File: src/rtl/inst_fetch_port_pkg.sv
// Shared widths and the response entry layout for the instruction fetch port.
package inst_fetch_port_pkg;

    localparam int MMU_FLAGS_W = 14;
    localparam int INST_W      = 32;
    localparam int RESP_W      = 1 + MMU_FLAGS_W + INST_W;

    typedef struct packed {
        logic                   pagefault;
        logic [MMU_FLAGS_W-1:0] mmu_flags;
        logic [INST_W-1:0]      data;
    } resp_t;

endpackage

File: src/rtl/inst_fetch_port_sync_fifo.sv
// Synchronous FIFO with single-cycle clear (iREMOVE), used to buffer memory responses.
module inst_fetch_port_sync_fifo
    import inst_fetch_port_pkg::*;
#(
    parameter int P_N       = RESP_W,
    parameter int P_DEPTH   = 4,
    parameter int P_DEPTH_N = 2
) (
    input  logic                 iCLOCK,
    input  logic                 iRESET_SYNC,
    input  logic                 iREMOVE,
    input  logic                 iWR_EN,
    input  logic [P_N-1:0]       iWR_DATA,
    input  logic                 iRD_EN,
    output logic [P_N-1:0]       oRD_DATA,
    output logic                 oEMPTY,
    output logic [P_DEPTH_N:0]   oCOUNT
);

    localparam logic [P_DEPTH_N:0] DEPTH_C = (P_DEPTH_N+1)'(P_DEPTH);

    logic [P_N-1:0]     mem_q [P_DEPTH];
    logic [P_DEPTH_N:0] wr_ptr_q, wr_ptr_d;
    logic [P_DEPTH_N:0] rd_ptr_q, rd_ptr_d;

    // Pointers carry one extra wrap bit so full and empty are distinguishable.
    always_comb begin
        wr_ptr_d = wr_ptr_q;
        rd_ptr_d = rd_ptr_q;
        if (iREMOVE) begin
            wr_ptr_d = '0;
            rd_ptr_d = '0;
        end else begin
            if (iWR_EN) wr_ptr_d = wr_ptr_q + 1'b1;
            if (iRD_EN) rd_ptr_d = rd_ptr_q + 1'b1;
        end
    end

    always_ff @(posedge iCLOCK) begin
        if (iRESET_SYNC) begin
            wr_ptr_q <= '0;
            rd_ptr_q <= '0;
        end else begin
            wr_ptr_q <= wr_ptr_d;
            rd_ptr_q <= rd_ptr_d;
        end
    end

    always_ff @(posedge iCLOCK) begin
        if (iWR_EN && !iREMOVE) mem_q[wr_ptr_q[P_DEPTH_N-1:0]] <= iWR_DATA;
    end

    assign oCOUNT   = wr_ptr_q - rd_ptr_q;
    assign oEMPTY   = (oCOUNT == '0);
    assign oRD_DATA = mem_q[rd_ptr_q[P_DEPTH_N-1:0]];

`ifndef SYNTHESIS
    always_ff @(posedge iCLOCK) begin
        if (!iRESET_SYNC && !iREMOVE)
            assert (!(iWR_EN && (oCOUNT == DEPTH_C)))
            else $error("inst_fetch_port_sync_fifo: push into full FIFO");
    end
`endif

endmodule

File: src/rtl/inst_fetch_port.sv
// Fetch-stage to instruction-memory bridge: credit-limited issue, flush discard, response FIFO.
// Optional same-cycle response bypass when INST_FETCH_PORT_BYPASS_EN is defined.
module inst_fetch_port
    import inst_fetch_port_pkg::*;
#(
    parameter int P_DEPTH   = 4,
    parameter int P_DEPTH_N = 2
) (
    input  logic                   iCLOCK,
    input  logic                   iRESET_SYNC,
    input  logic                   iFLUSH,
    input  logic                   iFETCH_REQ,
    input  logic [1:0]             iFETCH_MMUMOD,
    input  logic [31:0]            iFETCH_ADDR,
    output logic                   oFETCH_LOCK,
    output logic                   oINST_VALID,
    output logic                   oINST_PAGEFAULT,
    output logic [MMU_FLAGS_W-1:0] oINST_MMU_FLAGS,
    output logic [31:0]            oINST,
    input  logic                   iINST_LOCK,
    output logic                   oMEM_REQ,
    output logic [1:0]             oMEM_MMUMOD,
    output logic [31:0]            oMEM_ADDR,
    input  logic                   iMEM_LOCK,
    input  logic                   iMEM_VALID,
    input  logic                   iMEM_PAGEFAULT,
    input  logic [MMU_FLAGS_W-1:0] iMEM_MMU_FLAGS,
    input  logic [31:0]            iMEM_DATA
);

    localparam logic [P_DEPTH_N+1:0] DEPTH_C = (P_DEPTH_N+2)'(P_DEPTH);

    logic [P_DEPTH_N:0]   inflight_q, inflight_d;
    logic [P_DEPTH_N:0]   discard_q, discard_d;
    logic [P_DEPTH_N:0]   fifo_count;
    logic [P_DEPTH_N+1:0] credit_used;
    logic [P_DEPTH_N:0]   req_ext, rsp_ext;
    logic                 fifo_empty, discard_zero;
    logic                 push, pop, bypass;
    resp_t                mem_resp, fifo_head, out_resp;

    assign mem_resp     = {iMEM_PAGEFAULT, iMEM_MMU_FLAGS, iMEM_DATA};
    assign discard_zero = (discard_q == '0);

    // Credit check uses registered counts only, so a pop this cycle frees nothing yet.
    assign credit_used = {1'b0, inflight_q} + {1'b0, fifo_count};
    assign oFETCH_LOCK = iMEM_LOCK || (credit_used >= DEPTH_C);
    assign oMEM_REQ    = iFETCH_REQ && !oFETCH_LOCK && !iFLUSH;
    assign oMEM_ADDR   = iFETCH_ADDR;
    assign oMEM_MMUMOD = iFETCH_MMUMOD;

`ifdef INST_FETCH_PORT_BYPASS_EN
    assign bypass = fifo_empty && iMEM_VALID && discard_zero && !iINST_LOCK && !iFLUSH;
`else
    assign bypass = 1'b0;
`endif

    assign push        = iMEM_VALID && discard_zero && !iFLUSH && !bypass;
    assign pop         = !fifo_empty && !iINST_LOCK && !iFLUSH;
    assign oINST_VALID = pop || bypass;

    always_comb begin
        out_resp = '0;
        if (!fifo_empty)  out_resp = fifo_head;
        else if (bypass)  out_resp = mem_resp;
    end

    assign oINST_PAGEFAULT = out_resp.pagefault;
    assign oINST_MMU_FLAGS = out_resp.mmu_flags;
    assign oINST           = out_resp.data;

    assign req_ext = {{P_DEPTH_N{1'b0}}, oMEM_REQ};
    assign rsp_ext = {{P_DEPTH_N{1'b0}}, iMEM_VALID};

    // On flush every response still outstanding after this cycle is stale.
    always_comb begin
        inflight_d = inflight_q + req_ext - rsp_ext;
        discard_d  = discard_q;
        if (iFLUSH)
            discard_d = inflight_q - rsp_ext;
        else if (iMEM_VALID && !discard_zero)
            discard_d = discard_q - rsp_ext;
    end

    always_ff @(posedge iCLOCK) begin
        if (iRESET_SYNC) begin
            inflight_q <= '0;
            discard_q  <= '0;
        end else begin
            inflight_q <= inflight_d;
            discard_q  <= discard_d;
        end
    end

    inst_fetch_port_sync_fifo #(RESP_W, P_DEPTH, P_DEPTH_N) u_resp_fifo (
        .iCLOCK      (iCLOCK),
        .iRESET_SYNC (iRESET_SYNC),
        .iREMOVE     (iFLUSH),
        .iWR_EN      (push),
        .iWR_DATA    (mem_resp),
        .iRD_EN      (pop),
        .oRD_DATA    (fifo_head),
        .oEMPTY      (fifo_empty),
        .oCOUNT      (fifo_count)
    );

endmodule

File: config.mk
export PLATFORM = sky130hd
export DESIGN_NAME = inst_fetch_port
export DESIGN_NICKNAME = d
export VERILOG_FILES = /design/src/rtl/inst_fetch_port_pkg.sv /design/src/rtl/inst_fetch_port_sync_fifo.sv /design/src/rtl/inst_fetch_port.sv
export SDC_FILE = /design/constraint.sdc
export NUM_CORES = 1
export LEC_CHECK = 0
export BUFFER_PORTS_ARGS = -buffer_cell sky130_fd_sc_hd__buf_4
export CAP_MARGIN = 20
export CORE_MARGIN = 4
export CORE_UTILIZATION = 50
export CTS_BUF_LIST = sky130_fd_sc_hd__clkbuf_8
export CTS_CLUSTER_DIAMETER = 80
export DETAILED_ROUTE_END_ITERATION = 10
export PLACE_DENSITY = 0.79
export RECOVER_POWER = 50
export SLEW_MARGIN = 20
export SYNTH_ARGS = -nofsm -noshare
export SYNTH_HDL_FRONTEND = slang
export SYNTH_SLANG_ARGS = --single-unit
File: constraint.sdc
create_clock -name iCLOCK -period 8 [get_ports iCLOCK]
set_input_delay 0.8 -clock iCLOCK [delete_from_list [all_inputs] [get_ports iCLOCK]]
set_output_delay 0.8 -clock iCLOCK [all_outputs]
set_load 0.005 [all_outputs]
==> impl_metrics.yaml <==
finish:
  antennaDiodeCount: 0
  finalNetCount: 628
  synthToLayoutAreaGrowth_pct: 13.1
  layout.cell_area.non_filler_sq_um: 9360
  final_layout_size_suffix_gt1_share_pct: 27.9
yosys:
  synth.ff_latch_count: 202
  syn-instance-count: 434
  synth_seq_area_share_pct: 71.6
  avgSynthCellArea_sq_um: 19.1
  synth.yosys.warnings: 0
  synth.lib_cells_used.distinct: 37
  yosys.area_share.xor_xnor_pct: 0.589
  post_synth_mux_area_share_pct: 13.5
  synthesis.nets: 536
  syn-cell-area_sq_um: 8280
  synth_compound_gate_area_share_pct: 1.21
  post_synthesis_share_of_cell_area_spent_on_and_or_nand_and_nor_gates_pct: 5.98
  main_combinational_cell_family_by_area_after_synthesis: "multiplexers"
  synth-adder-area-share_pct: 2.30
drt:
  drcViolationCount: 0
  via_count: 4084
  drt_first_iter_violations: 211
  via_per_inst: 5.37
  detailedRoute.firstPassIterationCount: 4
  detail_routed_net_length_per_standard_cell_um: 20.2
  antenna_violating_nets_post_route: 0
  finalWirelength_mm: 15.4
grt:
  first_global_vias: 4491
  antenna_found_initial: 0
  grt_overflow: 0
  grt_max_degree: 48
  grt_util_all_layers_pct: 17.1
  first_pass_grt_wire_length_mm: 24.1
setup_path:
  crit_buf_inv: 3
  critical_path_required_ns: 7.20
  timing.critical_path.slowest_stage_cell: "or4_1"
  chain_of_cells_forming_the_critical_path: "inv_1, ha_1, inv_1, fa_1, xnor3_1, ha_1, or4_1, a31o_2, nor3b_1, buf_4"
  worstSetupEndpointType: "primary output"
  max_stage_delay_ns: 0.51
  worst-path-max-fanout: 4
  startpoint_type: "flip-flop"
  worst-setup-path-type: "reg2out"
  cpLargestDelayFamily: "adder cells"
  critPathArrivalTime_ns: 3.43
placement:
  finalWeightedCongestion: 0.732
  dp_worst_setup_slack_ns: 4.09
  dpl.hpwl_mm: 9.57
  post_place_instance_area_sq_um: 9040
  port_buffers: 103
floorplanning:
  floorplan.initialDensity_pct: 51.6
  design.die.area_sq_um: 18700
  die-width_um: 137
  die_h_um: 137
  fp-row-count: 46
  core_area_sq_um: 16100
  num_io_pins: 172
timing:
  max_clock_freq_mhz: 237
  setup-tns-final_ns: 0
  min_period_ns: 4.23
  worst_clock_skew_ns: 0.0311
  worstMarginPinSlew_ns: 0.974
  maxSlewHeadroom_pct: 35.1
  final.period_utilization_pct: 52.8
  holdWs_ns: 0.472
  number_of_endpoints_with_negative_hold_slack_in_the_final_report: 0
  unrepaired_setup_endpoints_after_global_routing: "false"
  setup_viol: 0
  worst_setup_slack_after_layout_ns: 3.77
  timing_max_transition_violations_final: 0
clocking:
  clock_tree_from_tritoncts: "done"
  h-tree-depth: 1
  worst_skew_pair.late_latency_ns: 0.56
  cts_root_buffer: "clkbuf_8"
  cts_resized: 0
  cts_max_path_buffers: 3
  cts_buffers: 31
  clk_pin_slew_ns: 0.06
  clock-sinks: 202
  postCtsHoldBufs: 0
  cts_setup_buffers: 0
pwr:
  powerDensity_nw_per_um2: 221
  worst_ir_drop_vdd_uv: 163
  power_leakage_uw: 0.00310
  post_layout_total_power_uw: 2070
min_path:
  min-delay-path-class: "in2reg"
outcome:
  status: "finished clean"
flow_run:
  maxCapViolCount: 0
[state kept, by name (all words and copies together), names as in the netlist, named ones only]
register	flops
u_resp_fifo.mem_q	188
inflight_q	3
u_resp_fifo.rd_ptr_q	3
discard_q	3
u_resp_fifo.wr_ptr_q	3
[where the power goes]
part / internal [uW] / switching, uW / total (uW) / leakage [uW]
combinational: 74.7 / 74.7 / 149 / 0.000985
clock: 357 / 362 / 720 / 0.000295
sequential: 1180 / 16.1 / 1200 / 0.00182
[cells in the final DEF, fill, tap and decap left out, types with 2 or more instances in the layout]
cell        n
or4_1       2
nor2b_1    51
nand2_1     7
o21ai_0     2
buf_4      61
o21bai_1    2
and3_2      3
clkbuf_1   49
dfxtp_1    12
ha_1       12
nor2_1      7
mux4_2     47
xor2_1      3
or3_1       2
mux2i_1     5
a21oi_1     5
clkbuf_8   31
nor3_1      4
nand3_1     2
o31a_1      2
fa_1        2
clkinv_1   10
inv_1      19
clkinv_2    2
edfxtp_1  188
[worst register-to-register path: stages (launching register included)]
cell and delay, ns:
dfxtp_1 0.34, inv_1 0.13, ha_1 0.16, inv_1 0.05, fa_1 0.41, xnor3_1 0.33, ha_1 0.26, or4_1 0.51
a31o_2 0.23, nor3b_1 0.31, ha_1 0.21, inv_1 0.05, fa_1 0.37, xor2_1 0.16, and2_1 0.16, nor3_1 0.15
[cells by family (layout without fill, tap and decap cells)]
logic type               count (synthesis)  in the layout
buffers and inverters                   62            173
flip-flops                             202            202
adder cells (fa/ha/maj)                 14             14
AND/OR/NAND/NOR                         84             84
XOR/XNOR                                 4              4
AO/OA/AOI/OAI                           15             15
multiplexers                            53             53
[metrics by stage]
step / util (%) / cells
2_1_floorplan: - / 434
3_3_place_gp: 56.3 / 709
3_5_place_dp: 56.3 / 709
4_1_cts: 59.5 / 761
5_1_grt: 58.3 / 761
6_report: 58.3 / 761
[final timing paths]
check | cells past startpoint | endpoint | slack [ns] | start
setup / recovery | 10 | oMEM_REQ | 3.77 | u_resp_fifo.wr_ptr_q[0]$_SDFFE_PP0P_
hold / removal | 2 | inflight_q[1]$_SDFF_PP0_ | 0.47 | iRESET_SYNC
setup reg to reg | 15 | inflight_q[2]$_SDFF_PP0_ | 4.12 | u_resp_fifo.wr_ptr_q[0]$_SDFFE_PP0P_
hold reg to reg | 2 | flip-flop | 0.50 | u_resp_fifo.rd_ptr_q[1]$_SDFFE_PP0P_
[Yosys cell counts]
cell type	number	area share, %
dfxtp_1	14	3.4
nor2_1	7	0.32
mux2i_1	5	0.60
nor3_2	1	0.12
nand2_1	7	0.32
or2_2	1	0.076
inv_1	11	0.50
a31o_2	1	0.11
and2_1	1	0.076
buf_1	1	0.045
and3_1	3	0.23
edfxtp_1	188	68
nor3b_1	1	0.091
buf_2	6	0.36
or3_4	1	0.14
buf_4	39	3.5
mux4_2	47	13
o31ai_1	1	0.091
mux2_2	1	0.14
fa_1	2	0.48
o21ai_0	2	0.12
ha_1	12	1.8
or4_1	2	0.18
xnor3_1	1	0.27
buf_6	2	0.27
clkbuf_1	3	0.14
a311oi_1	1	0.11
o31a_1	2	0.21
o21bai_1	2	0.18
or3_1	2	0.15
a21oi_1	5	0.30
xor2_1	3	0.32
nor3_1	4	0.24
nand2b_1	1	0.076
nor2b_1	51	3.9
a211oi_1	1	0.091
nand3_1	2	0.12
[routing by layer]
| metal | wire length [um] | vias up | part of all wire [%] | global-route usage (%) |
|---|---|---|---|---|
| li1 | - | 1835 | - | - |
| met4 | 639 | 0 | 4.1 | 8.51 |
| met1 | 5950 | 2055 | 39 | 20.7 |
| met5 | 0 | - | 0 | 0 |
| met3 | 991 | 66 | 6.4 | 3.82 |
| met2 | 7820 | 128 | 51 | 28.9 |
[layout make-up]
type,count,area [sq um]
Tap cell,216,270
Multi-Input combinational cell,170,1960
Inverter,11,41.3
Timing Repair Buffer,110,642
Clock inverter,21,88.8
Sequential cell,202,5930
Clock buffer,31,427
Fill cell,1231,6690
(Power assumes the default switching activity.)
